==> src/rtl/pac_pkg.sv <==
// ---------------------------------------------------------------------------
// pac_pkg -- shared definitions for the PAC table loader.
//
// Holds the loader FSM state type and the table geometry constants used
// by pac_table_loader and its word_assembler sub-module:
//   BYTE_W     width of one stream byte
//   ROM_WORDS  table words loaded per session
//   WORD_BYTES stream bytes per table word
//   ROM_DW     table word width
//   ROM_AW     table address width
// ---------------------------------------------------------------------------
package pac_pkg;

   localparam int BYTE_W     = 8;
   localparam int ROM_WORDS  = 64;
   localparam int WORD_BYTES = 6;
   localparam int ROM_DW     = 48;
   localparam int ROM_AW     = 6;

   // Session phases: waiting, streaming table words, receiving the checksum
   // byte, and reporting the result.
   typedef enum logic [1:0] {
      IDLE  = 2'd0,
      LOAD  = 2'd1,
      CHECK = 2'd2,
      DONE  = 2'd3
   } pac_state_e;

endpackage : pac_pkg

==> src/rtl/word_assembler.sv <==
// ---------------------------------------------------------------------------
// word_assembler -- packs an MSB-first byte stream into table words.
//
// Bytes presented with push=1 are shifted into an assembly register. When
// the last byte of a word arrives the completed word is captured into
// word_data and word_pulse goes high for exactly the following cycle.
// word_data holds its value between words.
//
// Ports
//   clk        rising-edge clock
//   reset      synchronous, active-high reset
//   clear      discard any partial word (start of a new session)
//   push       accept byte_data this cycle
//   byte_data  stream byte
//   word_last  combinational: this push completes a word
//   word_data  last completed word (first byte in the top byte lane)
//   word_pulse one-cycle strobe, the cycle after a word completes
// ---------------------------------------------------------------------------
module word_assembler #(
   parameter int WORD_BYTES = pac_pkg::WORD_BYTES
) (
   input  logic                                   clk,
   input  logic                                   reset,
   input  logic                                   clear,
   input  logic                                   push,
   input  logic [pac_pkg::BYTE_W-1:0]             byte_data,
   output logic                                   word_last,
   output logic [WORD_BYTES*pac_pkg::BYTE_W-1:0]  word_data,
   output logic                                   word_pulse
);

   import pac_pkg::*;

   localparam int            DW        = WORD_BYTES * BYTE_W;
   localparam int            CW        = $clog2(WORD_BYTES);
   localparam logic [CW-1:0] LAST_BYTE = CW'(WORD_BYTES - 1);

   logic [DW-1:0] shreg;
   logic [DW-1:0] next_word;
   logic [CW-1:0] byte_cnt;

   assign word_last = push && (byte_cnt == LAST_BYTE);

   // Older bytes move toward the MSB, so after a full word the first byte
   // sits in the top lane.
   assign next_word = {shreg[DW-BYTE_W-1:0], byte_data};

   // NOTE: every register here is written with <= so all of them sample the
   // pre-edge values of shreg/byte_cnt; a blocking update would let
   // word_data see an already-shifted shreg.
   always_ff @(posedge clk) begin
      if (reset) begin
         shreg      <= '0;
         byte_cnt   <= '0;
         word_data  <= '0;
         word_pulse <= 1'b0;
      end else begin
         word_pulse <= word_last;
         if (clear) begin
            shreg    <= '0;
            byte_cnt <= '0;
         end else if (push) begin
            shreg    <= next_word;
            byte_cnt <= word_last ? '0 : byte_cnt + CW'(1);
            if (word_last) begin
               word_data <= next_word;
            end
         end
      end
   end

endmodule : word_assembler

==> src/rtl/pac_table_loader.sv <==
// ---------------------------------------------------------------------------
// pac_table_loader -- loads a 64 x 48-bit table from a byte stream.
//
// After start, ROM_WORDS words of WORD_BYTES bytes each are accepted
// (MSB-first), each completed word producing one ROM write strobe. The
// stream ends with one checksum byte which is compared against the XOR of
// all table bytes; the result is reported on err while done=1.
//
// Ports
//   clk         rising-edge clock
//   reset       synchronous, active-high reset
//   start       begin a session (honoured only when idle or done)
//   byte_valid  byte_data is valid
//   byte_data   stream byte
//   byte_ready  loader accepts a byte this cycle
//   wen_trans   ROM write strobe (selects index_wri on the ROM address mux)
//   index_wri   ROM write address
//   D           ROM write data
//   busy        session in progress (loading or awaiting checksum)
//   done        session complete
//   err         checksum mismatch, valid while done=1
// ---------------------------------------------------------------------------
module pac_table_loader #(
   parameter int ROM_WORDS  = pac_pkg::ROM_WORDS,
   parameter int WORD_BYTES = pac_pkg::WORD_BYTES
) (
   input  logic                                   clk,
   input  logic                                   reset,
   input  logic                                   start,
   input  logic                                   byte_valid,
   input  logic [pac_pkg::BYTE_W-1:0]             byte_data,
   output logic                                   byte_ready,
   output logic                                   wen_trans,
   output logic [pac_pkg::ROM_AW-1:0]             index_wri,
   output logic [WORD_BYTES*pac_pkg::BYTE_W-1:0]  D,
   output logic                                   busy,
   output logic                                   done,
   output logic                                   err
);

   import pac_pkg::*;

   localparam logic [ROM_AW-1:0] LAST_WORD = ROM_AW'(ROM_WORDS - 1);

   pac_state_e          state;
   logic [ROM_AW-1:0]   word_cnt;
   logic [BYTE_W-1:0]   checksum;

   logic                accept;
   logic                session_start;
   logic                asm_push;
   logic                word_last;

   assign accept        = byte_valid && byte_ready;
   assign session_start = start && ((state == IDLE) || (state == DONE));
   assign asm_push      = accept && (state == LOAD);

   word_assembler #(
      .WORD_BYTES (WORD_BYTES)
   ) u_word_assembler (
      .clk        (clk),
      .reset      (reset),
      .clear      (session_start),
      .push       (asm_push),
      .byte_data  (byte_data),
      .word_last  (word_last),
      .word_data  (D),
      .word_pulse (wen_trans)
   );

   // Control FSM. byte_ready/busy/done/err are registered alongside the
   // state so they change on the same edge as the state they describe.
   always_ff @(posedge clk) begin
      if (reset) begin
         state      <= IDLE;
         byte_ready <= 1'b0;
         busy       <= 1'b0;
         done       <= 1'b0;
         err        <= 1'b0;
         index_wri  <= '0;
         word_cnt   <= '0;
         checksum   <= '0;
      end else begin
         case (state)
            IDLE, DONE: begin
               if (start) begin
                  state      <= LOAD;
                  byte_ready <= 1'b1;
                  busy       <= 1'b1;
                  done       <= 1'b0;
                  err        <= 1'b0;
                  word_cnt   <= '0;
                  checksum   <= '0;
               end
            end

            LOAD: begin
               if (accept) begin
                  checksum <= checksum ^ byte_data;
                  if (word_last) begin
                     // Address is captured on the same edge as the word data
                     // inside the assembler, so D and index_wri move together.
                     index_wri <= word_cnt;
                     if (word_cnt == LAST_WORD) begin
                        // byte_ready stays high: the checksum byte may follow
                        // immediately without a bubble.
                        state <= CHECK;
                     end else begin
                        word_cnt <= word_cnt + ROM_AW'(1);
                     end
                  end
               end
            end

            CHECK: begin
               if (accept) begin
                  err        <= (byte_data != checksum);
                  state      <= DONE;
                  byte_ready <= 1'b0;
                  busy       <= 1'b0;
                  done       <= 1'b1;
               end
            end

            default: begin
               state      <= IDLE;
               byte_ready <= 1'b0;
               busy       <= 1'b0;
               done       <= 1'b0;
            end
         endcase
      end
   end

endmodule : pac_table_loader

==> config.mk <==
export PLATFORM = sky130hd
export DESIGN_NAME = pac_table_loader
export DESIGN_NICKNAME = d
export VERILOG_FILES = /design/src/rtl/pac_pkg.sv /design/src/rtl/word_assembler.sv /design/src/rtl/pac_table_loader.sv
export SDC_FILE = /design/constraint.sdc
export NUM_CORES = 1
export LEC_CHECK = 0
export CORE_UTILIZATION = 65
export DETAILED_ROUTE_END_ITERATION = 10
export DONT_BUFFER_PORTS = 1
export PLACE_DENSITY = 0.81
export SLEW_MARGIN = 20
export SYNTH_ARGS = -nofsm -noshare
export SYNTH_HDL_FRONTEND = slang
export SYNTH_SLANG_ARGS = --single-unit
==> constraint.sdc <==
create_clock -name clk -period 3.9 [get_ports clk]
set_clock_uncertainty 0.05 [all_clocks]
set_input_delay 0.39 -clock clk [delete_from_list [all_inputs] [get_ports clk]]
set_output_delay 0.39 -clock clk [all_outputs]
set_load 0.01 [all_outputs]
==> impl_metrics.tcl, run 1 <==
set metrics [dict create \
    setup_tns_ps 0 \
    antenna_found_initial 0 \
    dieArea_mm2 0.00731 \
    die_h_um 85.5 \
    grt_overflow 0 \
    core-area_mm2 0.00676 \
    slowest_delay_ps 830 \
    cts_max_level 4 \
    period_needed_ps 2870 \
    hold_violations 0 \
    max_slew_margin_pct 36.2 \
    r2r_slack_ps 1030 \
    yosysSeqAreaShare_pct 51.7 \
    crit_arrival_ps 3220 \
    layout.nets 588 \
    avgSynthCellArea_um2 7.86 \
    maxSlewViolCount 0 \
    utilization_pct 77.3 \
    worstSetupStartpointType "flop" \
    path_buf_inv 2 \
    min_path_type "input pin to flop" \
    syn_area_mm2 0.00453 \
    floorplan.rows 30 \
    drive_above_1_share_pct 7.03 \
    synthArstFlopShare_pct 0 \
    synth.largest_area_cell "dfxtp_1" \
    grt_pass1_vias 3910 \
    vias_per_cell 6.17 \
    place_hpwl_um 6170 \
    p_leak_nw 1.73 \
    yosys-top-cells-area "dfxtp_1 52%, nand2_1 16%, a21oi_1 13%" \
    final_antenna_net_count 0 \
    dr.pass1.iters 5 \
    yosys_register_bits 117 \
    drc 0 \
    postPlaceCellArea_mm2 0.00451 \
    yosysTopAreaCellShare_pct 51.7 \
    cts_max_path_buffers 2 \
    fmax_ghz 0.348 \
    cp_max_fo 48 \
    cts_tree "built" \
    routed_wl_um 11100 \
    place_congestion 0.873 \
    drt_iter0_drc 418 \
    boundaryPins 71 \
    cp_cell_sequence "inv_1 > ha_1 > and3_1 > buf_4 > nand3_2 > nand2_1 > a21oi_1" \
    die_w_um 85.5 \
    clkSinkCount 117 \
    critical-path-slowest-cell "nand3_2" \
    status "complete, no violations" \
    setup_viol 0 \
    rsz0062_at_grt "false" \
    finalCritPeriodShare_pct 73.7 \
    synth_nets 594 \
    dr_total_vias 4090 \
    worstMarginPinSlew_ps 957 \
    cts_buffers 17 \
    insertion_delay_ps 520 \
    worstSetupPathType "flop to flop" \
    grt_max_degree 73 \
    ys_warn_count 0 \
    synth-main-ff-cell "dfxtp_1" \
    wl_per_cell_um 16.8 \
    netlist_instances 576 \
    n_antenna_cell 0 \
    clockRootBuffer "clkbuf_8" \
    endpoint_kind "flop" \
    portBuffers 0 \
    track_usage_pct 32.2 \
    crit_family "simple AND/OR/NAND/NOR gates" \
    cts_resized 0 \
    vdd_ir_drop_max_v 0.000413 \
    design_area_mm2 0.00522 \
    area_delta_synth_final_pct 15.3 \
    ys_types 39 \
    power_density_mw_per_mm2 613 \
    crit_required_ps 4250 \
    start_util_pct 67.0 \
    final_common_cell "nand2_1" \
    grt_pass1_wl_um 18100 \
    synth_edf_count 0 \
    max_cap_viol_count 0 \
    fin_total_pwr_w 0.00320 \
    clkTransAtPathRegs_ps 60 \
    layout_common_cells "199 x nand2_1, 117 x dfxtp_1, 115 x a21oi_1, 16 x clkbuf_16, 15 x nor2_1" \
]
## synthesized netlist by cell type, drive strengths merged, types with 2 or more instances
master	n
a21o	2
a21oi	115
a31oi	2
and2	2
and3	3
buf	12
clkbuf	26
dfxtp	117
ha	6
inv	4
nand2	200
nand2b	3
nand3	8
nand3b	6
nand4	4
nor2	15
nor3	10
o211a	3
o21ai	9
o311ai	4
or3	4
xnor2	8
## worst paths after layout
path | startpoint | end | cells after the start
max | state[1] | u_word_assembler.word_data[30] | 7
max reg2reg | state[1] | u_word_assembler.word_data[30] | 7
min reg2reg | u_word_assembler.shreg[36] | u_word_assembler.shreg[36] | 2
min | byte_data[3] | u_word_assembler.shreg[3] | 2
## routing by layer
layer,global-route usage (%),wire [um],vias up
met5,0,0,-
met4,18.0,406,0
met3,11.1,864,49
met2,51.9,5410,202
met1,37.6,4440,1913
li1,-,-,1926
## power breakdown
| part | switching, W | internal (W) | total [W] |
|---|---|---|---|
| clock | 0.000547 | 0.00102 | 0.00157 |
| combinational | 0.000264 | 0.000116 | 0.000381 |
| sequential | 0.0000283 | 0.00122 | 0.00125 |
| total | 0.000840 | 0.00236 | 0.00320 |
## final cells by class
type / instances / area (um^2)
inverter: 4 / 15.0
clock inverter: 11 / 149
sequential: 117 / 2340
timing repair buffer: 13 / 138
multi-input combinational: 417 / 2020
clock buffer: 21 / 459
fill: 471 / 1530
tap: 80 / 100
## sequential cells by signal, indices dropped and copies added (netlist names), 2 cells and up
name	count
state	2
u_word_assembler.word_data	48
index_wri	6
word_cnt	6
checksum	8
u_word_assembler.byte_cnt	3
u_word_assembler.shreg	40
## logic make-up (layout without fill, tap and decap cells)
family                     Yosys count  in the layout  share of synthesized area [%]
AOI/OAI and AO/OA                  142            142                           17.0
xor gates and xnor gates             8              8                           1.55
adders and majority gates            6              6                           1.66
buffers and inverters               42             49                           3.89
DFF                                117            117                           51.7
muxes                                2              2                          0.470
and+or+nand+nor                    259            259                           23.7
## timing repair
item | CTS | global route
endpoints found under the hold margin | 79 | 0
endpoints found under the setup margin | 0 | 0
setup buffers | 0 | 0
hold buffers | 9 | 0
## through the flow
stage / hold slack [ps] / cells / setup slack [ps]
final: 16.6 / 663 / 1030
after global routing: 5.43 / 663 / 729
after CTS: 1.56 / 663 / 1040
after detailed placement: 398 / 622 / 1100
after global placement: 392 / 622 / 1170
after floorplan: 382 / 576 / 2130
No activity file was read; power rests on OpenSTA's default activity.
==> inputs of run 2 (changes only) <==
CORE_UTILIZATION = 62   (was 65)
PLACE_DENSITY = 0.78   (was 0.81)
clock period = 3 ns   (was 3.9 ns; I/O delays follow)
==> impl_metrics.tcl, run 2 (same netlist as run 1, synthesis figures left out) <==
set metrics [dict create \
    p_leak_nw 1.75 \
    maxSlewViolCount 0 \
    finalCritPeriodShare_pct 90.8 \
    grt_max_degree 79 \
    clkTransAtPathRegs_ps 60 \
    grt_pass1_vias 3686 \
    area_delta_synth_final_pct 16.7 \
    setup_viol 0 \
    largest_reg_flops 48 \
    regMostFlops "u_word_assembler.word_data" \
    worstSetupStartpointType "flop" \
    core-area_mm2 0.00691 \
    min_path_type "input pin to flop" \
    max_slew_margin_pct 45.5 \
    crit_arrival_ps 3070 \
    cts_tree "built" \
    clockRootBuffer "clkbuf_8" \
    largest_registers "u_word_assembler.word_data: 48 flops, u_word_assembler.shreg: 40 flops, checksum: 8 flops" \
    period_needed_ps 2720 \
    start_util_pct 65.6 \
    n_antenna_cell 0 \
    cts_buffers 17 \
    rsz0062_at_grt "false" \
    dr.pass1.iters 5 \
    worstSetupPathType "flop to flop" \
    place_hpwl_um 6170 \
    cp-startpoint "state[1]" \
    portBuffers 0 \
    final_antenna_net_count 0 \
    cts_max_path_buffers 2 \
    hp-start "byte_data[1]" \
    crit_required_ps 3350 \
    track_usage_pct 28.8 \
    r2r_slack_ps 280 \
    drc 0 \
    power_density_mw_per_mm2 777 \
    grt_pass1_wl_um 16800 \
    drt_iter0_drc 244 \
    worstMarginPinSlew_ps 815 \
    reg2reg_from "state[1]" \
    boundaryPins 71 \
    die_h_um 87.5 \
    final_common_cell "nand2_1" \
    setup_tns_ps 0 \
    dr_total_vias 3973 \
    cts_setup_buffers 0 \
    fin_hold_ws_ps 22.3 \
    status "complete, no violations" \
    layout_common_cells "199 x nand2_1, 117 x dfxtp_1, 115 x a21oi_1, 16 x clkbuf_16, 15 x nor2_1" \
    hold_violations 0 \
    dieArea_mm2 0.00765 \
    wl_per_cell_um 14.9 \
    vias_per_cell 5.80 \
    antenna_found_initial 0 \
    fmax_ghz 0.367 \
    place_congestion 0.853 \
    cp_max_fo 42 \
    insertion_delay_ps 510 \
    routed_wl_um 10200 \
    ff2ff_path_depth 9 \
    cts_max_level 4 \
    layout.nets 594 \
    endpoint_kind "flop" \
    max_cap_viol_count 0 \
    vdd_ir_drop_max_v 0.000513 \
    floorplan.rows 30 \
    clkSinkCount 117 \
    drive_above_1_share_pct 7.64 \
    die_w_um 87.5 \
    grt_overflow 0 \
    hold_path_depth 3 \
]
run 2: path summary, 6_finish.rpt:
| path | endpoint |
|---|---|
| worst max-delay path | u_word_assembler.word_data[1] |
| worst min-delay path | checksum[1] |
| worst max register to register | u_word_assembler.word_data[1] |
| worst min register to register | u_word_assembler.word_data[45] |
run 2: worst max-delay path, cell delays in order (launching register included):
cell           delay (ps)
dfxtp_1               330
inv_1                  80
ha_1                  390
and3_1                360
buf_6                 330
nand3_2               110
buf_4                 230
nand2_1                90
a21oi_1                60
dlygate4sd3_1         570
run 2: per-stage QoR:
step                setup WS (ps)  power (W)  instances  area [um^2]  utilization (%)
floorplan                    1230    0.00202        576         4530                -
global placement              865    0.00209        641         4550             65.9
detailed placement            767    0.00210        641         4550             65.9
CTS                           240    0.00411        685         5280             76.5
global route                  110    0.00425        685         5290             76.5
finish                        276    0.00411        685         5290             76.5
run 2: timing repair:
action | 4_1_cts | 5_1_grt
endpoints found under the setup margin | 0 | 1
hold endpoints to repair | 82 | 0
hold buffers | 12 | 0
resized for setup | 0 | 1
run 2: report_power, final:
| group | leakage (nW) | total (W) | internal [W] | switching [W] |
|---|---|---|---|---|
| Combinational | 0.521 | 0.000503 | 0.000162 | 0.000341 |
| Sequential | 0.943 | 0.00162 | 0.00158 | 0.0000365 |
| Clock | 0.283 | 0.00198 | 0.00123 | 0.000756 |
| Total | 1.75 | 0.00411 | 0.00297 | 0.00113 |
run 2: final cells by class:
class,count,area [um^2]
Fill cell,513,1620
Sequential cell,117,2340
Inverter,4,15.0
Clock inverter,14,166
Multi-Input combinational cell,417,2020
Timing Repair Buffer,19,194
Clock buffer,18,428
Tap cell,96,120
run 2: routing by layer:
metal / track usage, % / up-vias / wire, um
met2: 46.4 / 154 / 4950
met3: 9.48 / 21 / 707
met5: 0 / - / 0
met1: 35.3 / 1865 / 4340
li1: - / 1933 / -
met4: 12.1 / 0 / 195
